==> src/rtl/cache_control_nway_pkg.sv <==
// Shared types and defaults for the N-way write-back cache controller.
package cache_control_nway_pkg;

  localparam int NUM_WAYS_DEF = 4;
  localparam int CNT_W_DEF    = 16;

  typedef enum logic [1:0] {
    IDLE       = 2'd0,
    WRITE_BACK = 2'd1,
    ALLOCATE   = 2'd2
  } cache_state_t;

endpackage

==> src/rtl/cache_control_nway_if.sv <==
// CPU-side and physical-memory-side handshake signals of the cache controller.
interface cache_control_nway_if;

  logic       mem_read;
  logic       mem_write;
  logic [1:0] mem_byte_enable;
  logic       mem_resp;
  logic       pmem_read;
  logic       pmem_write;
  logic       pmem_resp;

  modport master (
    output mem_read, mem_write, mem_byte_enable, pmem_resp,
    input  mem_resp, pmem_read, pmem_write
  );

  modport slave (
    input  mem_read, mem_write, mem_byte_enable, pmem_resp,
    output mem_resp, pmem_read, pmem_write
  );

endinterface

==> src/rtl/cache_control_nway_plru_tree.sv <==
// Combinational tree pseudo-LRU: victim lookup and touch update for one set.
module plru_tree
  import cache_control_nway_pkg::*;
#(
  parameter  int NUM_WAYS = NUM_WAYS_DEF,
  localparam int WAY_W    = $clog2(NUM_WAYS)
) (
  input  logic [NUM_WAYS-2:0] plru_out,
  input  logic [WAY_W-1:0]    touch_way,
  output logic [WAY_W-1:0]    victim_way,
  output logic [NUM_WAYS-2:0] plru_next
);

  // Walk root to leaf; node n has children 2n+1 (bit 0) and 2n+2 (bit 1).
  always_comb begin : walk
    int v_node;
    int t_node;
    victim_way = '0;
    plru_next  = plru_out;
    v_node     = 0;
    t_node     = 0;
    for (int l = 0; l < WAY_W; l++) begin
      victim_way[WAY_W-1-l] = plru_out[v_node];
      v_node = 2 * v_node + 1 + (plru_out[v_node] ? 1 : 0);
      plru_next[t_node] = ~touch_way[WAY_W-1-l];
      t_node = 2 * t_node + 1 + (touch_way[WAY_W-1-l] ? 1 : 0);
    end
  end

endmodule

==> src/rtl/cache_control_nway.sv <==
// Write-back, write-allocate N-way cache control FSM with PLRU replacement
// and saturating hit/miss counters.
module cache_control_nway
  import cache_control_nway_pkg::*;
#(
  parameter  int NUM_WAYS = NUM_WAYS_DEF,
  parameter  int CNT_W    = CNT_W_DEF,
  localparam int WAY_W    = $clog2(NUM_WAYS)
) (
  input  logic                clk,
  input  logic                rst,
  cache_control_nway_if.slave bus,
  input  logic [NUM_WAYS-1:0] hit_vec,
  input  logic [NUM_WAYS-1:0] valid_vec,
  input  logic [NUM_WAYS-1:0] dirty_vec,
  input  logic [NUM_WAYS-2:0] plru_out,
  output logic                load_plru,
  output logic [NUM_WAYS-2:0] plru_in,
  output logic [NUM_WAYS-1:0] load_tag,
  output logic [NUM_WAYS-1:0] load_data,
  output logic [NUM_WAYS-1:0] load_valid,
  output logic [NUM_WAYS-1:0] load_dirty,
  output logic                valid_in,
  output logic                dirty_in,
  output logic                data_in_sel,
  output logic                pmem_addr_sel,
  output logic [WAY_W-1:0]    wb_way_sel,
  output logic [CNT_W-1:0]    hit_count,
  output logic [CNT_W-1:0]    miss_count
);

  localparam logic [NUM_WAYS-1:0] WAY_ONE = {{(NUM_WAYS-1){1'b0}}, 1'b1};
  localparam logic [CNT_W-1:0]    CNT_ONE = {{(CNT_W-1){1'b0}}, 1'b1};

  cache_state_t        r_state;
  cache_state_t        w_next_state;
  logic                r_rst_q;
  logic [WAY_W-1:0]    r_victim;
  logic [CNT_W-1:0]    r_hit_cnt;
  logic [CNT_W-1:0]    r_miss_cnt;
  logic                w_active;
  logic                w_req;
  logic                w_write;
  logic                w_hit;
  logic                w_hit_inc;
  logic                w_miss_inc;
  logic [WAY_W-1:0]    w_hway;
  logic [WAY_W-1:0]    w_inv_way;
  logic [WAY_W-1:0]    w_plru_victim;
  logic [WAY_W-1:0]    w_victim;
  logic [WAY_W-1:0]    w_touch_way;
  logic [NUM_WAYS-2:0] w_plru_next;
  logic [NUM_WAYS-1:0] w_hway_oh;
  logic [NUM_WAYS-1:0] w_victim_oh;

  // The cycle after reset is kept quiet as well, so requests only count from then on.
  assign w_active    = ~rst & ~r_rst_q;
  assign w_req       = bus.mem_read | bus.mem_write;
  assign w_write     = bus.mem_write & ~bus.mem_read;
  assign w_hit       = |hit_vec;
  assign w_victim    = (&valid_vec) ? w_plru_victim : w_inv_way;
  assign w_touch_way = (r_state == ALLOCATE) ? r_victim : w_hway;
  assign w_hway_oh   = WAY_ONE << w_hway;
  assign w_victim_oh = WAY_ONE << r_victim;
  assign hit_count   = w_active ? r_hit_cnt  : '0;
  assign miss_count  = w_active ? r_miss_cnt : '0;

  plru_tree #(.NUM_WAYS(NUM_WAYS)) u_plru (
    .plru_out   (plru_out),
    .touch_way  (w_touch_way),
    .victim_way (w_plru_victim),
    .plru_next  (w_plru_next)
  );

  // Lowest-index hit way and lowest-index invalid way (scan high to low).
  always_comb begin
    w_hway    = '0;
    w_inv_way = '0;
    for (int i = NUM_WAYS - 1; i >= 0; i--) begin
      w_hway    = hit_vec[i]    ? WAY_W'(i) : w_hway;
      w_inv_way = !valid_vec[i] ? WAY_W'(i) : w_inv_way;
    end
  end

  // Next-state and output decode.
  always_comb begin
    w_next_state   = r_state;
    w_hit_inc      = 1'b0;
    w_miss_inc     = 1'b0;
    bus.mem_resp   = 1'b0;
    bus.pmem_read  = 1'b0;
    bus.pmem_write = 1'b0;
    load_plru      = 1'b0;
    plru_in        = '0;
    load_tag       = '0;
    load_data      = '0;
    load_valid     = '0;
    load_dirty     = '0;
    valid_in       = 1'b0;
    dirty_in       = 1'b0;
    data_in_sel    = 1'b0;
    pmem_addr_sel  = 1'b0;
    wb_way_sel     = '0;
    if (w_active) begin
      case (r_state)
        IDLE: begin
          if (w_req && w_hit) begin
            bus.mem_resp = 1'b1;
            load_plru    = 1'b1;
            plru_in      = w_plru_next;
            w_hit_inc    = 1'b1;
            if (w_write && (bus.mem_byte_enable != 2'b00)) begin
              load_data   = w_hway_oh;
              load_dirty  = w_hway_oh;
              data_in_sel = 1'b1;
              dirty_in    = 1'b1;
            end else begin
              data_in_sel = 1'b0;
            end
          end else if (w_req) begin
            w_miss_inc   = 1'b1;
            w_next_state = (valid_vec[w_victim] && dirty_vec[w_victim]) ? WRITE_BACK : ALLOCATE;
          end else begin
            w_next_state = IDLE;
          end
        end
        WRITE_BACK: begin
          bus.pmem_write = 1'b1;
          pmem_addr_sel  = 1'b1;
          wb_way_sel     = r_victim;
          w_next_state   = bus.pmem_resp ? ALLOCATE : WRITE_BACK;
        end
        ALLOCATE: begin
          bus.pmem_read = 1'b1;
          if (bus.pmem_resp) begin
            load_tag     = w_victim_oh;
            load_data    = w_victim_oh;
            load_valid   = w_victim_oh;
            load_dirty   = w_victim_oh;
            valid_in     = 1'b1;
            load_plru    = 1'b1;
            plru_in      = w_plru_next;
            w_next_state = IDLE;
          end else begin
            w_next_state = ALLOCATE;
          end
        end
        default: w_next_state = IDLE;
      endcase
    end else begin
      w_next_state = IDLE;
    end
  end

  // State, victim capture and saturating counters.
  always_ff @(posedge clk) begin
    if (rst) begin
      r_state    <= IDLE;
      r_rst_q    <= 1'b1;
      r_victim   <= '0;
      r_hit_cnt  <= '0;
      r_miss_cnt <= '0;
    end else begin
      r_state <= w_next_state;
      r_rst_q <= 1'b0;
      if (w_miss_inc) begin
        r_victim <= w_victim;
      end
      if (w_hit_inc && (r_hit_cnt != '1)) begin
        r_hit_cnt <= r_hit_cnt + CNT_ONE;
      end
      if (w_miss_inc && (r_miss_cnt != '1)) begin
        r_miss_cnt <= r_miss_cnt + CNT_ONE;
      end
    end
  end

endmodule

==> src/flat_wrapper.sv <==
// flat-port wrapper written by rule: the top's interface ports become plain ports
module cache_control_nway_flat import cache_control_nway_pkg::*;
#(
  parameter  int NUM_WAYS = NUM_WAYS_DEF,
  parameter  int CNT_W    = CNT_W_DEF,
  localparam int WAY_W    = $clog2(NUM_WAYS)
)
  (clk, rst, hit_vec, valid_vec, dirty_vec, plru_out, load_plru, plru_in, load_tag, load_data, load_valid, load_dirty, valid_in, dirty_in, data_in_sel, pmem_addr_sel, wb_way_sel, hit_count, miss_count, bus_mem_read, bus_mem_write, bus_mem_byte_enable, bus_pmem_resp, bus_mem_resp, bus_pmem_read, bus_pmem_write);
  cache_control_nway_if bus_i ();
  input  logic clk;
  input  logic rst;
  input  logic [NUM_WAYS-1:0] hit_vec;
  input  logic [NUM_WAYS-1:0] valid_vec;
  input  logic [NUM_WAYS-1:0] dirty_vec;
  input  logic [NUM_WAYS-2:0] plru_out;
  output logic load_plru;
  output logic [NUM_WAYS-2:0] plru_in;
  output logic [NUM_WAYS-1:0] load_tag;
  output logic [NUM_WAYS-1:0] load_data;
  output logic [NUM_WAYS-1:0] load_valid;
  output logic [NUM_WAYS-1:0] load_dirty;
  output logic valid_in;
  output logic dirty_in;
  output logic data_in_sel;
  output logic pmem_addr_sel;
  output logic [WAY_W-1:0] wb_way_sel;
  output logic [CNT_W-1:0] hit_count;
  output logic [CNT_W-1:0] miss_count;
  input wire logic [$bits(bus_i.mem_read)-1:0] bus_mem_read;
  input wire logic [$bits(bus_i.mem_write)-1:0] bus_mem_write;
  input wire logic [$bits(bus_i.mem_byte_enable)-1:0] bus_mem_byte_enable;
  input wire logic [$bits(bus_i.pmem_resp)-1:0] bus_pmem_resp;
  output wire logic [$bits(bus_i.mem_resp)-1:0] bus_mem_resp;
  output wire logic [$bits(bus_i.pmem_read)-1:0] bus_pmem_read;
  output wire logic [$bits(bus_i.pmem_write)-1:0] bus_pmem_write;
  assign bus_i.mem_read = bus_mem_read;
  assign bus_i.mem_write = bus_mem_write;
  assign bus_i.mem_byte_enable = bus_mem_byte_enable;
  assign bus_i.pmem_resp = bus_pmem_resp;
  assign bus_mem_resp = bus_i.mem_resp;
  assign bus_pmem_read = bus_i.pmem_read;
  assign bus_pmem_write = bus_i.pmem_write;
  cache_control_nway #(.NUM_WAYS(NUM_WAYS), .CNT_W(CNT_W)) u_core (.clk(clk), .rst(rst), .bus(bus_i), .hit_vec(hit_vec), .valid_vec(valid_vec), .dirty_vec(dirty_vec), .plru_out(plru_out), .load_plru(load_plru), .plru_in(plru_in), .load_tag(load_tag), .load_data(load_data), .load_valid(load_valid), .load_dirty(load_dirty), .valid_in(valid_in), .dirty_in(dirty_in), .data_in_sel(data_in_sel), .pmem_addr_sel(pmem_addr_sel), .wb_way_sel(wb_way_sel), .hit_count(hit_count), .miss_count(miss_count));
endmodule
==> config.mk <==
export PLATFORM = sky130hd
export DESIGN_NAME = cache_control_nway_flat
export DESIGN_NICKNAME = d
export VERILOG_FILES = /design/src/rtl/cache_control_nway_pkg.sv /design/src/rtl/cache_control_nway_if.sv /design/src/rtl/cache_control_nway_plru_tree.sv /design/src/rtl/cache_control_nway.sv /design/src/flat_wrapper.sv
export SDC_FILE = /design/constraint.sdc
export NUM_CORES = 1
export LEC_CHECK = 0
export CAP_MARGIN = 40
export CORE_UTILIZATION = 33
export DETAILED_ROUTE_END_ITERATION = 16
export HOLD_SLACK_MARGIN = 0.03
export MAX_ROUTING_LAYER = met4
export PLACE_DENSITY = 0.7
export REMOVE_ABC_BUFFERS = 1
export SLEW_MARGIN = 40
export SYNTH_ARGS = -nofsm -noshare
export SYNTH_HDL_FRONTEND = slang
export SYNTH_SLANG_ARGS = --single-unit
==> constraint.sdc <==
create_clock -name clk -period 5.9 [get_ports clk]
set_clock_uncertainty 0.05 [all_clocks]
set_input_delay 1.18 -clock clk [delete_from_list [all_inputs] [get_ports clk]]
set_output_delay 1.18 -clock clk [all_outputs]
set_load 0.1 [all_outputs]
==> impl_metrics.tcl, run 1 <==
set metrics [dict create \
    worstMarginPinSlew_ns 0.675 \
    clk_latency_ns 0.29 \
    rrSetupSlack_ns 3.64 \
    p_seq_share_pct 47.9 \
    cts_setup_buffers 0 \
    routed_wl_um 6680 \
    p_clk_share_pct 37.1 \
    grt_pass1_vias 2256 \
    wl_per_cell_um 13.7 \
    peakVddDrop_mv 0.0929 \
    vias 2491 \
    start_util_pct 35.0 \
    drt_iter0_drc 143 \
    worst_path_max_delay_cell "or4_1" \
    cp_max_fo 10 \
    htree_levels 2 \
    setup.worst_path.end_class "primary output" \
    hpwlAfterDp_um 4930 \
    die_w_um 87.9 \
    grt_max_degree 39 \
    relSlewSlack_pct 53.8 \
    drive_gt1_share_pct 21.2 \
    total_power_uw 527 \
    track_usage_pct 18.2 \
    multi_input_area_mm2 0.00153 \
    overflow 0 \
    io_pins 83 \
    slowest_delay_ns 0.61 \
    r2r-end "u_core.r_hit_cnt[11]$_SDFFE_PP0P_" \
    place.gp.congestion 0.837 \
    comb_power_share_pct 15.0 \
    clockBufferDepth 2 \
    antenna_left 0 \
    hold_end "u_core.r_miss_cnt[1]$_SDFFE_PP0P_" \
    path_buf_inv 2 \
    status "completed" \
    maxCapViolations 0 \
    cts_resized 0 \
    hold_viol 0 \
    p_leak_uw 0.00127 \
    whs_path_depth 2 \
    synth-edff-count 0 \
    holdWs_ns 0.466 \
    synth.distinct_cells 43 \
    min_from "u_core.r_miss_cnt[1]$_SDFFE_PP0P_" \
    antenna_cells 0 \
    via_per_inst 5.11 \
    die_h_um 87.9 \
    antenna_found_initial 0 \
    finalCriticalPeriod_ns 4.36 \
    path_common_cell "nand2_1" \
    synth_flop_cell "dfxtp_1" \
    reg2reg_from "u_core.r_rst_q$_DFF_P_" \
    fmax_ghz 0.230 \
    rsz0062_at_grt "false" \
    slew_violations 0 \
    drc_errors 0 \
    worstPathArrival_ns 3.13 \
    dieArea_mm2 0.00772 \
    start_kind "primary input" \
    critPathTopFamily "simple AND/OR/NAND/NOR gates" \
    rr_worst_depth 6 \
    ys_seq_elements 37 \
    syn_inst 323 \
    switching_share_pct 27.4 \
    place_area_mm2 0.00310 \
    critical_path.startpoint "hit_vec[0]" \
    syn_area_per_cell_um2 7.53 \
    crit_type "primary input to primary output" \
    cts.sinks 37 \
    cts_tree "built" \
    path_cells "clkdlybuf4s50_1 > or4_1 > nand3_1 > nand2_1 > nand2_1 > nor2_1 > buf_4" \
    fill_cells 705 \
    p_sw_uw 144 \
    p_int_uw 383 \
    async_flop_share_pct 0 \
    core.rowCount 30 \
    cts_hold_buf 0 \
    numCtsBuffers 5 \
    dr.pass1.iters 4 \
    area_growth_pct 32.3 \
    io_buffers 82 \
    worst_ep_required_time_ns 4.67 \
    setup_viol 0 \
    core-area_mm2 0.00694 \
    regArea_um2 741 \
    clk_pin_slew_ns 0.07 \
    finalNetCount 414 \
    pwr_density_cell_mw_per_mm2 164 \
    grt_pass1_wl_um 10700 \
    ys_warn_count 0 \
    root_buffer "clkbuf_8" \
    seq_area_frac_synth_pct 30.5 \
    worstHoldPathType "register to register" \
    syn-cell-area_mm2 0.00243 \
    setup_tns_ns 0 \
    final_area_mm2 0.00322 \
    finalCritPeriodShare_pct 73.8 \
]
==> worst reg2reg max path, stage by stage (launching register included) <==
cell       delay (ns)
dfxtp_1          0.33
nor2_2           0.24
buf_4            0.33
nand4_1          0.28
a2111oi_0        0.67
xnor2_1          0.19
nor2_1           0.05
==> kinds of logic (layout without fill, tap and decap cells) <==
logic type / count (synthesis) / after routing / share of synthesized area, %
compound gates: 41 / 41 / 10.9
xor+xnor: 18 / 18 / 6.48
fa+ha+maj: 2 / 2 / 1.03
buf+inv: 34 / 102 / 7.20
flops: 37 / 37 / 30.5
mux: 8 / 8 / 3.40
simple gates: 183 / 183 / 40.6
==> metrics by stage <==
stage               worst slack, ns  util (%)  instances
floorplan                     -2.44         -        299
global placement               1.60      44.6        479
detailed placement             1.55      44.6        479
CTS                            1.56      46.1        487
global route                   1.42      46.3        487
finish                         1.54      46.3        487
==> per-layer routing <==
layer,GRT usage (%),share of wire [%]
met1,22.9,49
met2,29.7,44
met3,3.30,5.3
met4,5.22,0.91
met5,-,0
==> cell usage in the layout (no fill, tap or decap), types with 3 or more instances in the layout <==
| cell type | netlist | layout |
|---|---|---|
| nand2_1 | 22 | 22 |
| nor4_1 | 10 | 10 |
| or2_2 | 3 | 3 |
| mux2i_1 | 6 | 6 |
| and4_1 | 3 | 3 |
| and3_1 | 5 | 5 |
| o21ai_0 | 9 | 9 |
| clkdlybuf4s50_1 | 0 | 21 |
| nor2_1 | 44 | 43 |
| nand3_1 | 14 | 14 |
| nor2b_1 | 5 | 5 |
| clkbuf_8 | 0 | 7 |
| nor3_1 | 13 | 13 |
| dfxtp_1 | 37 | 37 |
| buf_4 | 10 | 63 |
| nand4_1 | 13 | 13 |
| xor2_1 | 3 | 3 |
| a21oi_1 | 13 | 13 |
| a2111oi_0 | 7 | 7 |
| a31oi_1 | 3 | 3 |
| or4_1 | 3 | 3 |
| and2_1 | 35 | 35 |
| inv_1 | 10 | 10 |
| or3_1 | 5 | 5 |
| xnor2_1 | 15 | 15 |
==> Yosys cell counts (all sizes together), types with 5 or more instances <==
cell | instances | share of area, %
and2 | 36 | 9.3
clkbuf | 11 | 1.7
a21oi | 13 | 2.7
nor3 | 13 | 2.7
or3 | 5 | 1.3
mux2i | 6 | 2.5
nor4 | 11 | 3.1
nor2 | 44 | 6.8
o21ai | 9 | 1.9
inv | 10 | 1.5
buf | 13 | 4.0
nand3 | 15 | 3.6
nand4 | 13 | 3.3
a2111oi | 7 | 2.5
and3 | 6 | 1.6
xnor2 | 15 | 5.4
nand2 | 22 | 3.4
nor2b | 5 | 1.3
dfxtp | 37 | 30
==> flip-flops by register name, summed over array words and instances (netlist names) <==
register           count
u_core.r_miss_cnt     16
u_core.r_victim        2
u_core.r_rst_q         1
u_core.r_hit_cnt      16
u_core.r_state         2
==> worst max path at each step <==
| stage | slack (ns) | endpoint | cells after the start |
|---|---|---|---|
| detailed placement | 1.55 | plru_in[2] | 7 |
| finish | 1.54 | plru_in[2] | 7 |
| global route | 1.42 | load_plru | 7 |
| CTS | 1.56 | plru_in[2] | 7 |
| global placement | 1.60 | plru_in[2] | 7 |
| floorplan | -2.44 | load_tag[0] | 2 |
==> area by class of cell <==
cell class	instances	share of cell area, %
multi-input cells	252	47.7
well taps	96	3.73
flip-flops and latches	37	23.0
clock inverters	1	0.156
inverters	10	1.17
clock buffers	7	2.99
repair buffers	84	21.2
==> power by group through the flow <==
stage | combinational [µW] | sequential [µW] | clock (µW)
2_1_floorplan | 44.3 | 258 | 0
3_5_place_dp | 78.3 | 259 | 0
5_1_grt | 84.4 | 253 | 215
3_3_place_gp | 77.3 | 259 | 0
4_1_cts | 78.6 | 253 | 204
6_report | 79.0 | 253 | 196
(Power assumes the default switching activity.)
==> run 2: changes to the inputs <==
==> constraint.sdc (replaced) <==
create_clock -name clk -period 4.42 [get_ports clk]
set_clock_uncertainty 0.05 [all_clocks]
set_input_delay 0.884 -clock clk [delete_from_list [all_inputs] [get_ports clk]]
set_output_delay 0.884 -clock clk [all_outputs]
set_load 0.1 [all_outputs]
==> run 2 against run 1 <==
Compared with the run above: largest cell class unchanged; sequential power is 34% higher; highest routed layer unchanged; critical endpoint is now load_data[3]; sequential share of layout area down 4.4 points; non-clock buffer count rose by 3; register-to-register slack worse by 1.6 ns; sequential cell count unchanged; total power increased by 30%; cell count up 0.62%; clock-buffer cell count up 1; worst setup slack worse by 0.93 ns; global-route usage grew 0.97 points.
==> impl_metrics.tcl, run 2 (synthesis gave the netlist of run 1 again) <==
set metrics [dict create \
    status "completed" \
    final_area_mm2 0.00398 \
    track_usage_pct 19.2 \
    layoutNonFillerInstCount 490 \
    antenna_found_initial 0 \
    finish.utilization_pct 57.2 \
    core-area_mm2 0.00694 \
    holdWs_ns 0.472 \
    finalCritPeriodShare_pct 86.1 \
    root_buffer "clkbuf_8" \
    whs_path_depth 2 \
    hold_end "u_core.r_miss_cnt[1]$_SDFFE_PP0P_" \
    dr.pass1.iters 4 \
    p_sw_uw 191 \
    final_common_cell "buf_12" \
    clk_latency_ns 0.29 \
    io_pins 83 \
    worstMarginPinSlew_ns 0.774 \
    r2r-end "u_core.r_hit_cnt[14]$_SDFFE_PP0P_" \
    antenna_left 0 \
    htree_levels 2 \
    slew_violations 0 \
    setup.worst_path.end_class "primary output" \
    setup_viol 0 \
    p_leak_uw 0.00144 \
    wl_per_cell_um 14.4 \
    vias 2598 \
    comb_power_share_pct 17.3 \
    relSlewSlack_pct 47.7 \
    drive_gt1_share_pct 20.8 \
    hpwlAfterDp_um 5460 \
    grt_pass1_wl_um 11300 \
    layout_common_cells "61 x buf_12, 43 x nor2_1, 37 x dfxtp_1, 35 x and2_1, 22 x nand2_1" \
    drt_iter0_drc 181 \
    area_growth_pct 63.4 \
    top_regs "u_core.r_hit_cnt (16), u_core.r_miss_cnt (16)" \
    cts.sinks 37 \
    die_h_um 87.9 \
    p_int_uw 493 \
    crit_type "primary input to primary output" \
    use_met1_pct 23.7 \
    switching_share_pct 27.9 \
    rsz0062_at_grt "false" \
    numCtsBuffers 5 \
    p_clk_share_pct 33.4 \
    cts_tree "built" \
    min_from "u_core.r_miss_cnt[1]$_SDFFE_PP0P_" \
    start_util_pct 35.0 \
    p_seq_share_pct 49.4 \
    start_kind "primary input" \
    clockBufferDepth 2 \
    core.rowCount 30 \
    overflow 0 \
    clk_pin_slew_ns 0.07 \
    peakVddDrop_mv 0.0999 \
    worstPathArrival_ns 2.87 \
    hold_viol 0 \
    maxCapViolations 0 \
    drc_errors 0 \
    grt_pass1_vias 2422 \
    grt_max_degree 39 \
    via_per_inst 5.30 \
    rr_worst_depth 6 \
    reg2reg_from "u_core.r_rst_q$_DFF_P_" \
    place.gp.congestion 0.907 \
    cts_hold_buf 0 \
    cp_max_fo 5 \
    die_w_um 87.9 \
    finalNetCount 417 \
    io_buffers 82 \
    grtUsageMet3_pct 5.18 \
    grt.busiest_layer "met2" \
    finalCriticalPeriod_ns 3.81 \
    worst_ep_required_time_ns 3.49 \
    cts_resized 0 \
    fmax_ghz 0.263 \
    routed_wl_um 7080 \
    pwr_density_cell_mw_per_mm2 172 \
    met2_usage_pct 31.1 \
    dieArea_mm2 0.00772 \
    worstHoldPathType "register to register" \
    rrSetupSlack_ns 2.08 \
    antenna_cells 0 \
    place_area_mm2 0.00389 \
    cts_setup_buffers 0 \
    dpl.cell_count 482 \
]
run 2: cell count changes in the layout (fill, tap and decap cells not counted):
cell,previous run,this run
buf_4,63,5
nor4b_1,0,1
clkinv_2,1,0
nor4b_2,1,0
clkbuf_8,7,5
buf_12,0,61
clkbuf_1,0,3
run 2: layer usage:
layer	share of wire [%]	up-vias
li1	-	1280
met1	44	1211
met3	8.1	9
met2	46	98
met4	1.2	0
met5	0	-
run 2: final cells by class:
class                           instances  area (µm²)
Fill cell                             610        2970
Timing Repair Buffer                   87        1470
Clock buffer                            8        80.1
Sequential cell                        37         741
Tap cell                               96         120
Inverter                               10        37.5
Multi-Input combinational cell        252        1530
run 2: worst max-delay path by stage:
stage | from | endpoint | slack (ns) | cells after the start
finish | bus_mem_byte_enable[1] | load_data[3] | 0.61 | 6
global route | bus_mem_byte_enable[1] | load_dirty[3] | 0.49 | 6
CTS | bus_mem_byte_enable[1] | load_data[3] | 0.60 | 6
detailed placement | bus_mem_byte_enable[1] | load_data[3] | 0.60 | 6
global placement | bus_mem_byte_enable[1] | load_data[3] | 0.68 | 6
floorplan | rst | load_tag[0] | -3.33 | 2
run 2: power groups by stage:
| stage | Clock (µW) | Combinational [µW] | Sequential [µW] |
|---|---|---|---|
| 6_report | 228 | 118 | 338 |
| 5_1_grt | 250 | 125 | 338 |
| 4_1_cts | 235 | 119 | 337 |
| 3_5_place_dp | 0 | 118 | 345 |
| 3_3_place_gp | 0 | 116 | 345 |
| 2_1_floorplan | 0 | 59.1 | 345 |
run 2: per-stage QoR:
step	worst slack, ns	TNS (ns)	total power, µW
2_1_floorplan	-3.33	-36.07	404
4_1_cts	0.595	0	691
6_report	0.614	0	684
3_5_place_dp	0.600	0	464
5_1_grt	0.488	0	713
3_3_place_gp	0.685	0	461
run 2: worst max-delay path: stages:
cell	delay, ns
clkdlybuf4s50_1	0.46
nor2_1	0.05
nor4b_1	0.64
nand4_1	0.17
a21oi_1	0.42
buf_12	0.24
==> run 3: changes to the inputs <==
==> constraint.sdc (replaced) <==
create_clock -name clk -period 4.42 [get_ports clk]
set_clock_uncertainty 0.05 [all_clocks]
set_input_delay 0.884 -clock clk [delete_from_list [all_inputs] [get_ports clk]]
set_output_delay 0.884 -clock clk [all_outputs]
set_load 0.005 [all_outputs]
==> run 3 against run 2 <==
Compared with the run above: sequential cell count stayed put; worst hold slack got worse by 0.025 ns; non-clock buffer count is the same; clock-buffer cell count fell by 3; routed wire length is 5.8% lower; clock power down 6%; via count fell by 2.0%; worst setup slack got worse by 0.012 ns; design area shrank 15%; sequential power about the same; combinational power fell by 34%; largest cell class unchanged.
==> impl_metrics.tcl, run 3 (synthesis gave the netlist of run 1 again) <==
set metrics [dict create \
    overflow 0 \
    p_int_uw 477 \
    rrSetupSlack_ns 2.08 \
    setup_viol 0 \
    place.gp.congestion 0.826 \
    fmax_ghz 0.262 \
    worstHoldPathType "register to register" \
    setup_tns_ns 0 \
    cp_max_fo 6 \
    dieArea_mm2 0.00772 \
    antenna_found_initial 0 \
    drt_iter0_drc 162 \
    io_pins 83 \
    worstPathArrival_ns 2.88 \
    wl_per_cell_um 13.7 \
    hpwlAfterDp_um 4990 \
    pwr_density_cell_mw_per_mm2 187 \
    drive_gt1_share_pct 5.87 \
    p_sw_uw 152 \
    dr.pass1.iters 4 \
    hold_viol 0 \
    routed_wl_um 6670 \
    layoutNonFillerInstCount 488 \
    cts.sinks 37 \
    core-area_mm2 0.00694 \
    top_regs "u_core.r_hit_cnt (16), u_core.r_miss_cnt (16)" \
    grt_pass1_vias 2275 \
    io_buffers 82 \
    finalCritPeriodShare_pct 86.4 \
    layout_common_cells "82 x clkdlybuf4s50_1, 43 x nor2_1, 37 x dfxtp_1, 35 x and2_1, 22 x nand2_1" \
    numCtsBuffers 5 \
    cts_resized 0 \
    die_h_um 87.9 \
    cts_hold_buf 0 \
    vias 2546 \
    finalCriticalPeriod_ns 3.82 \
    worstMarginPinSlew_ns 0.674 \
    setup.worst_path.end_class "primary output" \
    grt_pass1_wl_um 10700 \
    place_area_mm2 0.00328 \
    status "completed" \
    p_leak_uw 0.00115 \
    antenna_left 0 \
    dpl.cell_count 482 \
    final_common_cell "clkdlybuf4s50_1" \
    grt_max_degree 37 \
    relSlewSlack_pct 53.9 \
    start_util_pct 35.0 \
    clockBufferDepth 2 \
    cts_setup_buffers 0 \
    p_seq_share_pct 53.6 \
    core.rowCount 30 \
    root_buffer "clkbuf_8" \
    holdWs_ns 0.447 \
    crit_type "primary input to primary output" \
    peakVddDrop_mv 0.0947 \
    track_usage_pct 18.3 \
    cts_tree "built" \
    htree_levels 2 \
    rsz0062_at_grt "false" \
    clk_pin_slew_ns 0.07 \
    worst_ep_required_time_ns 3.49 \
    antenna_cells 0 \
    final_area_mm2 0.00336 \
    start_kind "primary input" \
    area_growth_pct 38.3 \
    finalNetCount 417 \
    fill_cells 695 \
    p_clk_share_pct 34.1 \
    pre_cts_slack_ns 0.530 \
    die_w_um 87.9 \
    maxCapViolations 0 \
    drc_errors 0 \
    switching_share_pct 24.2 \
    clk_latency_ns 0.28 \
    comb_power_share_pct 12.3 \
    slew_violations 0 \
    via_per_inst 5.22 \
    setup_ws_ns 0.603 \
]
==> run 3: worst paths after layout <==
check,from,to,cells after the start
max reg2reg,u_core.r_rst_q$_DFF_P_,u_core.r_miss_cnt[14]$_SDFFE_PP0P_,7
max,hit_vec[0],plru_in[2],7
min reg2reg,u_core.r_hit_cnt[14]$_SDFFE_PP0P_,u_core.r_hit_cnt[14]$_SDFFE_PP0P_,2
min,u_core.r_hit_cnt[14]$_SDFFE_PP0P_,u_core.r_hit_cnt[14]$_SDFFE_PP0P_,2
==> run 3: critical path: stages <==
cell and delay, ns:
clkdlybuf4s50_1 0.51, nor2_1 0.21, o21ai_0 0.11, o21ai_0 0.41
mux2i_1 0.14, nor2_1 0.11, clkdlybuf4s50_1 0.51
==> run 3: stage by stage <==
stage,util (%),total power (µW)
after floorplan,-,373
after global placement,47.2,421
after detailed placement,47.2,422
after CTS,48.2,638
after global routing,48.5,657
final,48.5,630
==> run 3: metal layers <==
metal  up-vias  global-route usage (%)  part of all wire (%)
li1       1266                       -                     -
met1      1176                    23.6                    49
met2        95                    27.6                    42
met3         9                    4.24                   7.1
met4         0                    7.00                   1.6
met5         -                       -                     0
==> run 3: layout make-up <==
class	count	area, µm²	share of cell area, %
clock buffers	5	68.8	2.05
inverters	10	37.5	1.12
clock inverters	1	5.00	0.149
multi-input cells	252	1530	45.6
repair buffers	87	858	25.5
well taps	96	120	3.57
flip-flops and latches	37	741	22.0
==> run 3: power groups by stage <==
stage          registers, µW  logic (µW)  clock network (µW)
4_1_cts                  338        77.2                 223
3_3_place_gp             345        75.5                   0
3_5_place_dp             345        76.6                   0
6_report                 338        77.5                 214
2_1_floorplan            345        28.1                   0
5_1_grt                  338        84.9                 235
==> RTL change: new RTL, settings of run 2 <==
The package constant `CNT_W_DEF` goes from 16 to 18.
--- a/src/rtl/cache_control_nway_pkg.sv
+++ b/src/rtl/cache_control_nway_pkg.sv
@@ -3,5 +3,5 @@
 
   localparam int NUM_WAYS_DEF = 4;
-  localparam int CNT_W_DEF    = 16;
+  localparam int CNT_W_DEF    = 18;
 
   typedef enum logic [1:0] {
Ports: changed (resized hit_count and miss_count); port bits go from 83 to 87. The function was not compared with the original's and may differ.
==> RTL change against run 2 <==
  * Worst setup slack improved by 93 ps
  * Clock power is 8.8% higher
  * Routed wire length is 3.8% higher
  * Power is 6.4% higher
  * Count of clock-buffer cells in the layout is 1 lower
  * Global-route usage is 2.8 points lower
  * Sequential cell count increased by 4
  * Critical endpoint is now load_data[1]
  * Highest routed layer unchanged
  * Sequential share of layout area up 4.0 points
  * Synthesized area up 16%
  * Hold slack lost 6.1 ps
  * Cell area decreased by 8.8%
  * Fmax up 2.5%
==> RTL change: results (changes against run 2) <==
via_count: 2786  # +7.2%
synthTopCellsByArea: "dfxtp_1, and2_1, nor2_1"
vdd_drop_max_uv: 93.6  # -6.3%
intPower_uw: 532  # +7.9%
dp_cells: 527  # +9.3%
drtIter0Drc: 180  # -0.55%
multi_input_gates: 276  # +9.5%
p_per_area_mw_per_mm2: 201  # +17%
buffer_area_frac: 0.208  # -0.161
final_util: 0.439  # -0.133
syn-instance-count: 359  # +11%
dr_wl_met3_um: 469  # -18%
portBuffers: 86  # +4.9%
holdCritStartpoint: "u_core.r_hit_cnt[16]"
grt_max_degree: 47  # +21%
nNonClkInverters: 14  # +4
ys_seq_area_frac: 0.290  # -0.0145
drt_pass1_iterations: 5  # +1
n_all_buffers: 91  # +4.6%
seq_cell_count: 41  # +11%
seq_area_um2: 821  # +11%
multi_input_area_mm2: 0.00178  # +16%
status: "finished, final reports clean"
grt_usage: 0.164  # -0.0275
syn-cell-area_mm2: 0.00283  # +16%
tightestPinTransition_ps: 768  # -6.46 ps
synth_commonest_cells: "nor2_1, dfxtp_1, and2_1"
seqPwrFrac: 0.516  # +0.022
fillerInstances: 871  # +43%
grt_pass1_wl_mm: 11.4  # +1.2%
fin_nets: 453  # +8.6%
gp_congestion: 0.847  # -6.6%
synth_mux_area_frac: 0.0584  # +0.0244
combPwrFrac: 0.143  # -0.030
[RTL change: cell count changes after synthesis, sizes merged, moves of 5 or more]
cell	run 2	this run
mux2i	6	12
xor2	3	8
a2111oi	7	1
nor2	44	53
o211ai	1	6
[RTL change: critical path: stages]
cell             delay [ps]
clkdlybuf4s50_1         450
nor2_1                   40
nor4bb_1                610
a32oi_1                 200
nor2_1                  250
buf_4                   340
[RTL change: worst paths after layout]
kind / to / slack (ps) / depth (start not counted)
max: load_data[1] / 710 / 6
min: u_core.r_hit_cnt[16] / 470 / 1
max reg2reg: u_core.r_hit_cnt[11] / 1890 / 5
min reg2reg: u_core.r_hit_cnt[16] / 470 / 1
[RTL change: per-layer routing]
layer / up-vias / GRT usage
met5: - / -
met4: 0 / 0.0657
met3: 10 / 0.0217
met2: 98 / 0.272
met1: 1294 / 0.202
li1: 1384 / -
